--- src/rtl/mips_mc_pkg.sv ---
// Shared encodings for the multicycle MIPS controller: states, opcodes,
// R-type function codes, ALU operations and datapath select values.
package mips_mc_pkg;

  typedef enum logic [3:0] {
    FETCH, DECODE, EXEC_R, WB_R, EXEC_I, WB_I, MEM_ADDR, MEM_RD,
    MEM_WB, MEM_WR, BRANCH, JUMP, JAL, JR, HALT
  } state_t;

  localparam logic [5:0] OP_RTYPE = 6'b000000;
  localparam logic [5:0] OP_ADDI  = 6'b001000;
  localparam logic [5:0] OP_SLTI  = 6'b001010;
  localparam logic [5:0] OP_LW    = 6'b100011;
  localparam logic [5:0] OP_SW    = 6'b101011;
  localparam logic [5:0] OP_BEQ   = 6'b000100;
  localparam logic [5:0] OP_J     = 6'b000010;
  localparam logic [5:0] OP_JAL   = 6'b000011;

  localparam logic [5:0] FN_ADD = 6'b100000;
  localparam logic [5:0] FN_SUB = 6'b100010;
  localparam logic [5:0] FN_AND = 6'b100100;
  localparam logic [5:0] FN_OR  = 6'b100101;
  localparam logic [5:0] FN_SLT = 6'b101010;
  localparam logic [5:0] FN_JR  = 6'b001000;

  localparam logic [2:0] ALU_AND = 3'b000;
  localparam logic [2:0] ALU_OR  = 3'b001;
  localparam logic [2:0] ALU_ADD = 3'b010;
  localparam logic [2:0] ALU_SUB = 3'b110;
  localparam logic [2:0] ALU_SLT = 3'b111;

  localparam logic [1:0] DST_RT = 2'd0;
  localparam logic [1:0] DST_RD = 2'd1;
  localparam logic [1:0] DST_RA = 2'd2;

  localparam logic [1:0] M2R_ALUOUT = 2'd0;
  localparam logic [1:0] M2R_MDR    = 2'd1;
  localparam logic [1:0] M2R_PC     = 2'd2;

  localparam logic [1:0] SRCB_B      = 2'd0;
  localparam logic [1:0] SRCB_FOUR   = 2'd1;
  localparam logic [1:0] SRCB_IMM    = 2'd2;
  localparam logic [1:0] SRCB_IMM_SH = 2'd3;

  localparam logic [1:0] PCSRC_ALU    = 2'd0;
  localparam logic [1:0] PCSRC_ALUOUT = 2'd1;
  localparam logic [1:0] PCSRC_JUMP   = 2'd2;
  localparam logic [1:0] PCSRC_REG_A  = 2'd3;

endpackage

--- src/rtl/mips_alu_decoder.sv ---
// Combinational map from R-type funct to ALU operation, flagging
// funct codes that are not arithmetic/logic operations.
module mips_alu_decoder
  import mips_mc_pkg::*;
(
  input  logic [5:0] funct,
  output logic [2:0] alu_opc,
  output logic       funct_valid
);

  // Translate funct; unknown codes report invalid and default to ADD
  always_comb begin
    alu_opc     = ALU_ADD;
    funct_valid = 1'b1;
    case (funct)
      FN_ADD:  alu_opc = ALU_ADD;
      FN_SUB:  alu_opc = ALU_SUB;
      FN_AND:  alu_opc = ALU_AND;
      FN_OR:   alu_opc = ALU_OR;
      FN_SLT:  alu_opc = ALU_SLT;
      default: funct_valid = 1'b0;
    endcase
  end

endmodule

--- src/rtl/mips_multicycle_controller.sv ---
// Moore-style multicycle MIPS control FSM with optional memory handshake
// and a retired-instruction counter.
module mips_multicycle_controller
  import mips_mc_pkg::*;
#(
  parameter int MEM_HANDSHAKE = 1,
  parameter int CNT_W         = 32
) (
  input  logic             clk,
  input  logic             rst,
  input  logic [5:0]       opcode,
  input  logic [5:0]       funct,
  input  logic             zero,
  input  logic             mem_ready,
  output logic             pc_write,
  output logic             pc_write_cond,
  output logic             i_or_d,
  output logic             mem_read,
  output logic             mem_write,
  output logic             ir_write,
  output logic             reg_write,
  output logic             alu_src_a,
  output logic [1:0]       reg_dst,
  output logic [1:0]       mem_to_reg,
  output logic [1:0]       alu_src_b,
  output logic [1:0]       pc_src,
  output logic [2:0]       alu_opc,
  output logic             halted,
  output logic [CNT_W-1:0] instr_count
);

  state_t     state, state_nxt;
  logic       retire;
  logic       mem_done;
  logic [2:0] r_alu_opc;
  logic       r_funct_valid;
  // zero is qualified by pc_write_cond in the datapath, not here
  logic       unused_zero;

  assign unused_zero = zero;
  assign mem_done    = (MEM_HANDSHAKE == 0) || mem_ready;

  mips_alu_decoder u_alu_dec (
    .funct       (funct),
    .alu_opc     (r_alu_opc),
    .funct_valid (r_funct_valid)
  );

  // State register and retired-instruction counter
  always_ff @(posedge clk or posedge rst) begin
    if (rst) begin
      state       <= FETCH;
      instr_count <= '0;
    end else begin
      state <= state_nxt;
      if (retire) instr_count <= instr_count + CNT_W'(1);
    end
  end

  // Next-state and control outputs per state
  always_comb begin
    state_nxt     = state;
    retire        = 1'b0;
    pc_write      = 1'b0;
    pc_write_cond = 1'b0;
    i_or_d        = 1'b0;
    mem_read      = 1'b0;
    mem_write     = 1'b0;
    ir_write      = 1'b0;
    reg_write     = 1'b0;
    alu_src_a     = 1'b0;
    reg_dst       = DST_RT;
    mem_to_reg    = M2R_ALUOUT;
    alu_src_b     = SRCB_B;
    pc_src        = PCSRC_ALU;
    alu_opc       = ALU_AND;
    halted        = 1'b0;
    case (state)
      FETCH: begin
        mem_read  = 1'b1;
        alu_src_b = SRCB_FOUR;
        alu_opc   = ALU_ADD;
        if (mem_done) begin
          pc_write  = 1'b1;
          ir_write  = 1'b1;
          state_nxt = DECODE;
        end
      end
      DECODE: begin
        alu_src_b = SRCB_IMM_SH;
        alu_opc   = ALU_ADD;
        case (opcode)
          OP_RTYPE: begin
            if (funct == FN_JR)     state_nxt = JR;
            else if (r_funct_valid) state_nxt = EXEC_R;
            else                    state_nxt = HALT;
          end
          OP_ADDI, OP_SLTI: state_nxt = EXEC_I;
          OP_LW, OP_SW:     state_nxt = MEM_ADDR;
          OP_BEQ:           state_nxt = BRANCH;
          OP_J:             state_nxt = JUMP;
          OP_JAL:           state_nxt = JAL;
          default:          state_nxt = HALT;
        endcase
      end
      EXEC_R: begin
        alu_src_a = 1'b1;
        alu_src_b = SRCB_B;
        alu_opc   = r_alu_opc;
        state_nxt = WB_R;
      end
      WB_R: begin
        reg_write = 1'b1;
        reg_dst   = DST_RD;
        state_nxt = FETCH;
        retire    = 1'b1;
      end
      EXEC_I: begin
        alu_src_a = 1'b1;
        alu_src_b = SRCB_IMM;
        alu_opc   = (opcode == OP_SLTI) ? ALU_SLT : ALU_ADD;
        state_nxt = WB_I;
      end
      WB_I: begin
        reg_write = 1'b1;
        state_nxt = FETCH;
        retire    = 1'b1;
      end
      MEM_ADDR: begin
        alu_src_a = 1'b1;
        alu_src_b = SRCB_IMM;
        alu_opc   = ALU_ADD;
        state_nxt = (opcode == OP_SW) ? MEM_WR : MEM_RD;
      end
      MEM_RD: begin
        mem_read = 1'b1;
        i_or_d   = 1'b1;
        if (mem_done) state_nxt = MEM_WB;
      end
      MEM_WB: begin
        reg_write  = 1'b1;
        mem_to_reg = M2R_MDR;
        state_nxt  = FETCH;
        retire     = 1'b1;
      end
      MEM_WR: begin
        mem_write = 1'b1;
        i_or_d    = 1'b1;
        if (mem_done) begin
          state_nxt = FETCH;
          retire    = 1'b1;
        end
      end
      BRANCH: begin
        alu_src_a     = 1'b1;
        alu_src_b     = SRCB_B;
        alu_opc       = ALU_SUB;
        pc_write_cond = 1'b1;
        pc_src        = PCSRC_ALUOUT;
        state_nxt     = FETCH;
        retire        = 1'b1;
      end
      JUMP: begin
        pc_write  = 1'b1;
        pc_src    = PCSRC_JUMP;
        state_nxt = FETCH;
        retire    = 1'b1;
      end
      JAL: begin
        pc_write   = 1'b1;
        pc_src     = PCSRC_JUMP;
        reg_write  = 1'b1;
        reg_dst    = DST_RA;
        mem_to_reg = M2R_PC;
        state_nxt  = FETCH;
        retire     = 1'b1;
      end
      JR: begin
        pc_write  = 1'b1;
        pc_src    = PCSRC_REG_A;
        state_nxt = FETCH;
        retire    = 1'b1;
      end
      HALT: begin
        halted = 1'b1;
      end
      default: state_nxt = FETCH;
    endcase
  end

endmodule
--- config.mk ---
export PLATFORM = sky130hd
export DESIGN_NAME = mips_multicycle_controller
export DESIGN_NICKNAME = d
export VERILOG_FILES = /design/src/rtl/mips_mc_pkg.sv /design/src/rtl/mips_alu_decoder.sv /design/src/rtl/mips_multicycle_controller.sv
export SDC_FILE = /design/constraint.sdc
export NUM_CORES = 1
export LEC_CHECK = 0
export CAP_MARGIN = 20
export CORE_MARGIN = 10
export CORE_UTILIZATION = 53
export CTS_BUF_LIST = sky130_fd_sc_hd__clkbuf_8
export DETAILED_ROUTE_END_ITERATION = 7
export PLACE_DENSITY_LB_ADDON = 0.25
export SYNTH_ARGS = -nofsm -noshare
export SYNTH_HDL_FRONTEND = slang
export SYNTH_HIERARCHICAL = 1
export SYNTH_SLANG_ARGS = --single-unit
export TNS_END_PERCENT = 30
--- constraint.sdc ---
create_clock -name clk -period 3.95 [get_ports clk]
set_clock_uncertainty 0.15 [all_clocks]
set_input_delay 0.395 -clock clk [delete_from_list [all_inputs] [get_ports clk]]
set_output_delay 0.395 -clock clk [all_outputs]
set_load 0.02 [all_outputs]
[Word-level counts from Yosys, hierarchy flattened]
Cells that the tools add are included.
Word-level totals
  register bits after elaboration: 36
  bits of input ports: 16
  word-level logic and storage cells: 76
Cells by class
  add/subtract/negate cells: 1
  eq/ne operators: 30
  muxes and demuxes: 27
  bitwise gates (word level): 1
  reductions and logical operators: 15
Operators by type and width (number)
  equality test 6 bit (second input constant): 7
  adder 32 x 1 -> 32 bit (second input constant): 1
  one-hot mux 4 bit (8 select lines): 1
  equality test 4 bit (second input constant): 7
  2-to-1 mux 4 bit: 6
  one-hot mux 3 bit (4 select lines): 2
  one-hot mux 4 bit (6 select lines): 1
  equality test 6 x 4 -> 1 bit (second input constant): 3
  equality test 4 x 3 -> 1 bit (second input constant): 4
  equality test 6 x 2 -> 1 bit (second input constant): 2
  one-hot mux 2 bit (3 select lines): 2
  OR reduction 2 bit: 6
  2-to-1 mux 1 bit: 10
  equality test 4 x 2 -> 1 bit (second input constant): 2
  one-hot mux 2 bit (2 select lines): 2
  OR reduction 4 bit: 2
  OR reduction 7 bit: 1
  equality test 6 x 3 -> 1 bit (second input constant): 1
  zero test 6 bit: 1
  != test 2 bit (second input constant): 3
  OR reduction 3 bit: 2
  OR reduction 5 bit: 1
  equality test 4 x 1 -> 1 bit (second input constant): 1
  zero test 4 bit: 1
  4 further kinds: 5

[Longest topological paths before layout]
Gate-level depths: netlist (run 1).
  word-level depth: 7
  gate-level depth with buffers: 7
  gate-level depth less buffers: 6

[Hierarchy]
The synthesis (run 1) kept the hierarchy.
By module, submodules not included
  mips_multicycle_controller: instances 1, cells an instance 241, area an instance 2227.1 um2, seq. area each 900.9 um2
  mips_alu_decoder: instances 1, cells an instance 9, area an instance 86.3 um2, seq. area each 0.0 um2

[Least setup slack after synthesis (run 1)]
No wires, ideal clock.
  path type: input to output
  start point: input port opcode[2]
  end point: output port alu_opc[0]
  arrival: 1.964 ns
  required time: 3.405 ns
  slack: 1.441 ns
  stages on the path: 5
  path buffers: 1
  cells stage by stage: buf_6 > nand2b_4 > or3_4 > or4_4 > a21boi_0
Between the ends
  word-level cells in the longest chain between the ends: 3
Ends and longest elaborated chain
  from (decl): RTL line mips_multicycle_controller.sv:11  | input logic [5:0] opcode,
  equality test 6 x 4 -> 1 bit: RTL line mips_multicycle_controller.sv:121  | alu_opc = (opcode == OP_SLTI) ? ALU_SLT : ALU_ADD;
  2-to-1 mux 3 bit: RTL line mips_multicycle_controller.sv:121
  one-hot mux 3 bit (4 select lines): RTL line mips_multicycle_controller.sv:78  | case (state)
  to (decl): RTL line mips_multicycle_controller.sv:27  | output logic [2:0] alu_opc,
No other way between the ends.

[Worst setup path in the final report (run 1)]
  start point: input port opcode[2]
  end point: output port alu_opc[2]
The elaborated chain is that of the path after synthesis.

==> flow_summary.ini, run 1 <==
[layout]
layout-drive-gt1-share_pct = 8.60
stdcell_area_sq_um = 3100
finish.utilization_pct = 75.3
nets = 330
syn_to_final_growth_pct = 34.0
final_cells = 364
antenna_cells = 0

[placed_design]
dp.cells = 356
portBuffers = 66
gp_congestion = 0.884
dpl-instance-area_sq_um = 2970
dpl_worst_slack_ps = 548
dp.final_hpwl_microns = 4590

[clocking]
cts_resized = 0
numCtsBuffers = 5
clock_sinks = 36
cts-root-buf = clkbuf_8
ctsHoldBuffers = 0
cts_tree = done
clk_pin_slew_ps = 70
htreeDepth = 2
post_cts_buffers = 0
clock_latency_ps = 290
clockBufferDepth = 2

[critical_path]
cp_cell_sequence = clkdlybuf4s50_1, nand2b_4, or3_4, or4_4, o21a_1, nor2_1, clkdlybuf4s50_1
critPathMaxFanout = 9
cp_data_required_time_ps = 3400
worst-setup-path-type = in2out
r2r_slack_ps = 1560
crit_path_start_kind = primary input
critPathTopFamily = buffers and inverters
max_stage_delay_ps = 620
r2r_end = state[0]
reg2reg_from = state[0]
critical_path.endpoint_type = output port
critPathBufInv = 2
reg2reg_depth = 5
slowest_stage = clkdlybuf4s50_1
arrival_ps = 2870
cp_common_cell = clkdlybuf4s50_1

[power_and_ir_drop]
worst_ir_drop_vdd_v = 0.000453
p_per_area_nw_per_um2 = 518
power.switching_mw = 0.647
power.share.switching_pct = 40.3
clkPwrFrac_pct = 21.7
combinationalPowerShare_pct = 44.4
leakagePower_nw = 1.23
p_total_mw = 1.60
seq_power_share_pct = 33.9
internal_power_mw = 0.958

[route]
drc = 0
vias = 2075
dr.pass1.iters = 4
drtAntennaViolNets = 0
drt_iter0_drc = 146
avgViaCountPerCell = 5.70
finalWirelength_microns = 5950
avgRoutedWirePerCell_microns = 16.3

[worst_hold_path]
min_to = instr_count[25]
holdPathStages = 1
min_path_type = reg2reg
min_from = instr_count[25]

[sta]
setup-violations-final = 0
worstMarginPinSlew_ps = 744
rsz0062_at_grt = false
period_share_pct = 86.5
fin_ws_ps = 532
max_freq_ghz = 0.293
report.final.slew_viol_count = 0
holdWs_ps = 346
hold_viol = 0
finalSetupTns_ps = 0
min_period_ps = 3420
slew_headroom_pct = 50.3

[logic_synthesis]
synthTopCellsByArea = dfrtp_1 39%, xnor2_1 9.5%, nand2_1 4.2%, nand3_1 3.5%, nor2_1 3.4%
seq_area_frac_synth_pct = 38.9
avgSynthCellArea_sq_um = 9.25
async_flop_share_pct = 100
synth_ff_type = dfrtp_1
netlist_area_sq_um = 2310
synth_nets = 267
synth_edf_count = 0
synth_top_area_share_pct = 38.9
synth_largest_area_cell = dfrtp_1
synth_cells = 250
synth.distinct_cells = 51
synth.most_common_cell = dfrtp_1
synth_common_cells = 36 x dfrtp_1, 26 x nand2_1, 25 x xnor2_1
yosysWarningCount = 6
yosys_register_bits = 36

[global_route]
grt_pass1_vias = 2186
grt_overflow_total = 0
grt_util_all_layers_pct = 16.7
grt_max_degree = 37
antenna_found_initial = 0
grt_first_pass_wirelength_microns = 10300

[outcome]
status = complete, no violations

[floorplanning]
initial_utilization_pct = 56.2
ioPinCount = 68
die_area_sq_um = 7410
core_sq_um = 4120
row_count = 23
fp.dieW_microns = 86.1
die_y_microns = 86.1

[run]
drv_cap = 0
sequential cells by signal, summed over array words and instances (netlist names):
signal and cells:
state 4, instr_count 32
power by group through the flow:
| stage | sequential, mW | clock, mW | combinational, mW |
|---|---|---|---|
| 2_1_floorplan | 0.506 | 0 | 0.483 |
| 3_5_place_dp | 0.546 | 0 | 0.711 |
| 6_report | 0.543 | 0.349 | 0.712 |
| 3_3_place_gp | 0.542 | 0 | 0.700 |
| 5_1_grt | 0.555 | 0.372 | 0.778 |
| 4_1_cts | 0.540 | 0.356 | 0.718 |
cell families (layout without fill, tap and decap cells):
logic type      after synthesis  after routing  share of synthesized area, %
simple gates                124            124                          32.3
compound gates               38             38                          11.4
flops                        36             36                          38.9
xor+xnor                     31             31                          11.7
buf+inv                      18             82                          4.16
mux                           2              2                         0.973
fa+ha+maj                     1              1                         0.541
layout make-up:
class | instances | area (sq um)
multi-input cells | 196 | 1320
fillers | 299 | 1010
flip-flops and latches | 36 | 901
repair buffers | 67 | 668
clock buffers | 7 | 96.3
well taps | 50 | 62.6
clock inverters | 1 | 30.0
inverters | 7 | 26.3
routing by layer:
layer  routed length [microns]  track usage (%)  up-vias  part of all wire (%)
li1                          -                -     1016                     -
met1                      2310             17.7      985                    39
met2                      3040             29.3       67                    51
met3                       488             5.77        7                   8.2
met4                       110             7.34        0                   1.9
met5                         0                0        -                     0
worst max-delay path by stage:
stage,to,startpoint,cells after the start,slack [ps]
floorplan,alu_opc[0],opcode[2],5,1440
global placement,alu_opc[2],opcode[2],7,570
detailed placement,alu_opc[2],opcode[2],7,550
CTS,alu_opc[2],opcode[2],7,540
global route,alu_opc[2],opcode[2],7,380
finish,alu_opc[2],opcode[2],7,530
layout by cell type (no fill, tap or decap), drive strengths merged, types with 2 or more instances in the layout:
cell type / netlist / routed
a21boi: 4 / 4
a21oi: 6 / 6
and2: 3 / 3
and3: 6 / 6
and4: 6 / 6
clkbuf: 5 / 7
clkdlybuf4s50: 0 / 66
dfrtp: 36 / 36
inv: 7 / 7
mux2: 2 / 2
nand2: 26 / 26
nand2b: 7 / 7
nand3: 17 / 17
nand4: 5 / 5
nand4bb: 2 / 2
nor2: 22 / 22
nor2b: 5 / 5
nor3: 14 / 14
nor4: 2 / 2
o211ai: 3 / 3
o21a: 5 / 5
o21ai: 8 / 8
o31ai: 2 / 2
o32a: 2 / 2
or2: 2 / 2
or4: 2 / 2
or4b: 3 / 3
xnor2: 25 / 25
xor2: 6 / 6
Power figures use the tool's default switching activity.
==> run 2: changes to the inputs <==
--- a/config.mk
+++ b/config.mk
@@ -11,8 +11,9 @@
 export CTS_BUF_LIST = sky130_fd_sc_hd__clkbuf_8
 export DETAILED_ROUTE_END_ITERATION = 7
 export PLACE_DENSITY_LB_ADDON = 0.25
+export RECOVER_POWER = 50
 export SYNTH_ARGS = -nofsm -noshare
 export SYNTH_HDL_FRONTEND = slang
 export SYNTH_HIERARCHICAL = 1
 export SYNTH_SLANG_ARGS = --single-unit
-export TNS_END_PERCENT = 30
+export TNS_END_PERCENT = 50
==> run 2 against run 1 <==
- the run now ends with max-capacitance violations, max-slew violations left
- design area shrank 0.12%
- sequential share of layout area barely moved
- cell count unchanged
- register-to-register slack is essentially flat
- utilization shrank 0.091 points
- critical endpoint unchanged
==> flow_summary.ini, run 2 (same netlist as run 1, synthesis figures left out) <==
[outcome]
status = finished, violations left
violations = max-capacitance violations, max-slew violations

[clocking]
clock_latency_ps = 290
clock_sinks = 36
numCtsBuffers = 5
cts_tree = done
clk_pin_slew_ps = 70
post_cts_buffers = 0
clockBufferDepth = 2
htreeDepth = 2
ctsHoldBuffers = 0
cts_resized = 0
cts-root-buf = clkbuf_8

[power_and_ir_drop]
p_total_mw = 1.60
worst_ir_drop_vdd_v = 0.000453
leakagePower_nw = 1.32
p_per_area_nw_per_um2 = 517

[global_route]
grt_pass1_vias = 2186
grt_util_all_layers_pct = 16.7
grt_max_degree = 37
antenna_found_initial = 0
grt_first_pass_wirelength_microns = 10300
grt_overflow_total = 0

[route]
finalWirelength_microns = 5960
avgViaCountPerCell = 5.71
wl_met3_microns = 477
drtAntennaViolNets = 0
drt_iter0_drc = 139
drc = 0
dr.max_layer_used = met4
vias = 2077
avgRoutedWirePerCell_microns = 16.4
dr.pass1.iters = 4
dr_wl_met2_microns = 3050
drt-met1-wl_microns = 2320

[placed_design]
dp.cells = 356
gp_congestion = 0.884
dp.final_hpwl_microns = 4590
dpl-instance-area_sq_um = 2970
portBuffers = 66
dpl_worst_slack_ps = 548

[critical_path]
r2r_end = state[0]
arrival_ps = 2870
critical_path.endpoint_type = output port
worst-setup-path-type = in2out
reg2reg_from = state[0]
critPathMaxFanout = 9
cp_data_required_time_ps = 3400
r2r_slack_ps = 1560
crit_path_start_kind = primary input
reg2reg_depth = 5

[layout]
fillers = 299
layout-drive-gt1-share_pct = 8.28
syn_to_final_growth_pct = 33.9
regMostFlops = instr_count
final_common_cell = clkdlybuf4s50_1
layout_common_cells = 39 x clkdlybuf4s50_1, 36 x dfrtp_1, 27 x dlygate4sd3_1, 26 x nand2_1, 25 x xnor2_1
nets = 330
finish.utilization_pct = 75.3
largest_register_ffs = 32
final_cells = 364
antenna_cells = 0
top_regs = instr_count x32, state x4
stdcell_area_sq_um = 3100

[sta]
period_share_pct = 86.5
fin_ws_ps = 532
setup-violations-final = 0
holdWs_ps = 341
worstMarginPinSlew_ps = 1870
rsz0062_at_grt = false
max_freq_ghz = 0.293
report.final.slew_viol_count = 37
hold_viol = 0
finalSetupTns_ps = 0
min_period_ps = 3420
slew_headroom_pct = -24.5

[worst_hold_path]
min_path_type = reg2reg
min_from = instr_count[17]
holdPathStages = 1
min_to = instr_count[17]

[floorplanning]
fp.dieW_microns = 86.1
core_sq_um = 4120
die_area_sq_um = 7410
row_count = 23
initial_utilization_pct = 56.2
die_y_microns = 86.1
ioPinCount = 68

[run]
drv_cap = 1
-- run 2: how the worst max path moves through the flow --
stage	start	end	cells past startpoint
floorplan	opcode[2]	alu_opc[0]	5
global placement	opcode[2]	alu_opc[2]	7
detailed placement	opcode[2]	alu_opc[2]	7
CTS	opcode[2]	alu_opc[2]	7
global route	opcode[2]	alu_opc[2]	7
finish	opcode[2]	alu_opc[2]	7
-- run 2: final cells by class --
| type | instances | area (sq um) | area share [%] |
|---|---|---|---|
| tap | 50 | 62.6 | 2.02 |
| multi-input combinational | 196 | 1320 | 42.5 |
| inverter | 7 | 26.3 | 0.848 |
| timing repair buffer | 67 | 664 | 21.5 |
| clock buffer | 7 | 96.3 | 3.11 |
| clock inverter | 1 | 30.0 | 0.970 |
| sequential | 36 | 901 | 29.1 |
-- run 2: where the power goes --
group / leakage [nW] / internal [mW] / switching, mW
combinational: 0.769 / 0.315 / 0.394
clock: 0.0645 / 0.223 / 0.126
sequential: 0.488 / 0.416 / 0.127
total: 1.32 / 0.954 / 0.647
-- run 2: critical path: stages --
cell and delay, ps:
clkdlybuf4s50_1 540, nand2b_4 210, or3_4 350, or4_4 490, o21a_1 180, nor2_1 80, clkdlybuf4s50_1 620
-- run 2: layer usage --
metal  up-vias  global-route usage, %
met5         -                      0
met4         0                   7.34
met3         7                   5.77
met2        65                   29.3
met1       990                   17.7
li1       1015                      -
==> run 3: changes to the inputs <==
--- a/config.mk
+++ b/config.mk
@@ -9,11 +9,11 @@
 export CORE_MARGIN = 10
 export CORE_UTILIZATION = 53
 export CTS_BUF_LIST = sky130_fd_sc_hd__clkbuf_8
+export CTS_CLUSTER_SIZE = 25
 export DETAILED_ROUTE_END_ITERATION = 7
 export PLACE_DENSITY_LB_ADDON = 0.25
 export RECOVER_POWER = 50
 export SYNTH_ARGS = -nofsm -noshare
 export SYNTH_HDL_FRONTEND = slang
-export SYNTH_HIERARCHICAL = 1
 export SYNTH_SLANG_ARGS = --single-unit
 export TNS_END_PERCENT = 50
==> run 3 against run 2 <==
- the run now ends clean
- hold slack got worse by 20 ps
- sequential power rose by 0.9%
- sequential share of layout area rose by 0.78 points
- total power rose by 2.7%
- largest cell class unchanged
==> flow_summary.ini, run 3 <==
[outcome]
status = complete, no violations

[logic_synthesis]
yosys_register_bits = 36
synth_top_area_share_pct = 39.3
synth_ff_type = dfrtp_1
avgSynthCellArea_sq_um = 9.12
seq_area_frac_synth_pct = 39.3
synth_edf_count = 0
synth_nets = 268
yosysWarningCount = 0
netlist_area_sq_um = 2290
synth_common_cells = 36 x dfrtp_1, 30 x xnor2_1, 28 x nor2_1
synth.distinct_cells = 47
synth_largest_area_cell = dfrtp_1
synth_cells = 251
async_flop_share_pct = 100
synth.most_common_cell = dfrtp_1
synthTopCellsByArea = dfrtp_1 39%, xnor2_1 11%, nand4_1 4.9%, nor2_1 4.6%, nand3_1 3.7%

[floorplanning]
fp.dieW_microns = 85.7
core_sq_um = 4090
die_area_sq_um = 7350
initial_utilization_pct = 56.0
ioPinCount = 68
row_count = 23
die_y_microns = 85.7

[clocking]
cts_resized = 0
htreeDepth = 2
clockBufferDepth = 2
cts-root-buf = clkbuf_8
clock_latency_ps = 300
clk_pin_slew_ps = 70
clock_sinks = 36
post_cts_buffers = 0
numCtsBuffers = 5
ctsHoldBuffers = 0
cts_tree = done

[placed_design]
portBuffers = 66
gp_congestion = 0.863
dp.final_hpwl_microns = 4380

[layout]
syn_to_final_growth_pct = 31.7
top_regs = instr_count x32, state x4
layout_common_cells = 41 x clkdlybuf4s50_1, 36 x dfrtp_1, 30 x xnor2_1, 28 x nor2_1, 25 x dlygate4sd3_1
largest_register_ffs = 32
antenna_cells = 0
final_common_cell = clkdlybuf4s50_1
layout-drive-gt1-share_pct = 6.13
regMostFlops = instr_count
nets = 326

[sta]
hold_viol = 0
max_freq_ghz = 0.333
slew_headroom_pct = 10.7
rsz0062_at_grt = false
setup-violations-final = 0
period_share_pct = 75.9
finalSetupTns_ps = 0
report.final.slew_viol_count = 0
min_period_ps = 3000
worstMarginPinSlew_ps = 1340

[critical_path]
critPathMaxFanout = 19
endpoint = alu_opc[0]
cp_cell_sequence = nor2b_1, nand2_1, nor3_1, or2_2, clkdlybuf4s50_1
critPathLaunch = state[2]
cp_data_required_time_ps = 3400
max_stage_delay_ps = 730
r2r_slack_ps = 1310
path_depth = 5
worst-setup-path-type = reg2out
arrival_ps = 2450
critPathTopFamily = simple AND/OR/NAND/NOR gates
r2r_end = instr_count[15]
slowest_stage = dfrtp_1
crit_path_start_kind = register
reg2reg_depth = 4
critical_path.endpoint_type = output port
critPathBufInv = 1
reg2reg_from = state[0]

[global_route]
grt_util_all_layers_pct = 16.5
grt_pass1_vias = 2061
grt_max_degree = 26
grt_first_pass_wirelength_microns = 10000
antenna_found_initial = 0
grt_overflow_total = 0

[route]
drc = 0
avgRoutedWirePerCell_microns = 16.6
vias = 2097
avgViaCountPerCell = 5.83
dr.pass1.iters = 4
finalWirelength_microns = 5970
drtAntennaViolNets = 0
drt_iter0_drc = 177

[power_and_ir_drop]
p_total_mw = 1.64
worst_ir_drop_vdd_v = 0.000284
p_per_area_nw_per_um2 = 545
leakagePower_nw = 1.25

[worst_hold_path]
min_path_type = reg2reg

[run]
drv_cap = 0
==> run 3: changes by cell type in the layout (fill, tap and decap cells not counted), sizes merged, moves of 4 or more <==
cell and change:
nand2 -9, xor2 -5, and2 +4, xnor2 +5, nor2 +6, o21a -5, nand4 +13, nor3 -6
==> run 3: worst min-delay path by stage <==
stage	startpoint	end	slack, ps	cells past startpoint
2_1_floorplan	rst	instr_count[0]	410	1
3_3_place_gp	instr_count[31]	instr_count[31]	310	1
3_5_place_dp	instr_count[31]	instr_count[31]	310	1
4_1_cts	rst	instr_count[5]	250	2
5_1_grt	instr_count[31]	instr_count[31]	340	1
6_report	instr_count[31]	instr_count[31]	320	1
==> run 3: cell families (layout without fill, tap and decap cells) <==
logic type | Yosys count | count (layout) | synth area share, %
buffers and inverters | 22 | 81 | 5.25
DFF | 36 | 36 | 39.3
xor gates and xnor gates | 31 | 31 | 11.9
muxes | 2 | 2 | 0.929
adders and majority gates | 1 | 1 | 0.546
and+or+nand+nor | 126 | 126 | 30.1
AOI/OAI and AO/OA | 33 | 33 | 12.0
==> run 3: through the flow <==
step	hold WS [ps]	utilization, %	setup WS [ps]	area, sq um	std cells
after floorplan	412	-	2000	2290	251
after global placement	313	71.5	1230	2920	352
after detailed placement	312	71.5	1200	2920	352
after CTS	248	74.2	912	3030	360
after global routing	341	73.8	808	3020	360
final	322	73.8	951	3020	360
==> run 3: final cells by class <==
cell class	instances	area (sq um)
sequential	36	901
clock buffer	5	68.8
multi-input combinational	193	1250
clock inverter	3	42.5
inverter	6	22.5
fill	314	1070
timing repair buffer	67	664
tap	50	62.6
==> run 3: routing by layer <==
layer | part of all wire, % | track usage, %
met1 | 42 | 20.4
met5 | 0 | 0
met3 | 6.8 | 5.77
met4 | 1.5 | 6.59
met2 | 50 | 25.7
==> run 3: power by group <==
part,switching (mW),internal (mW)
sequential,0.129,0.419
clock,0.142,0.187
combinational,0.424,0.344
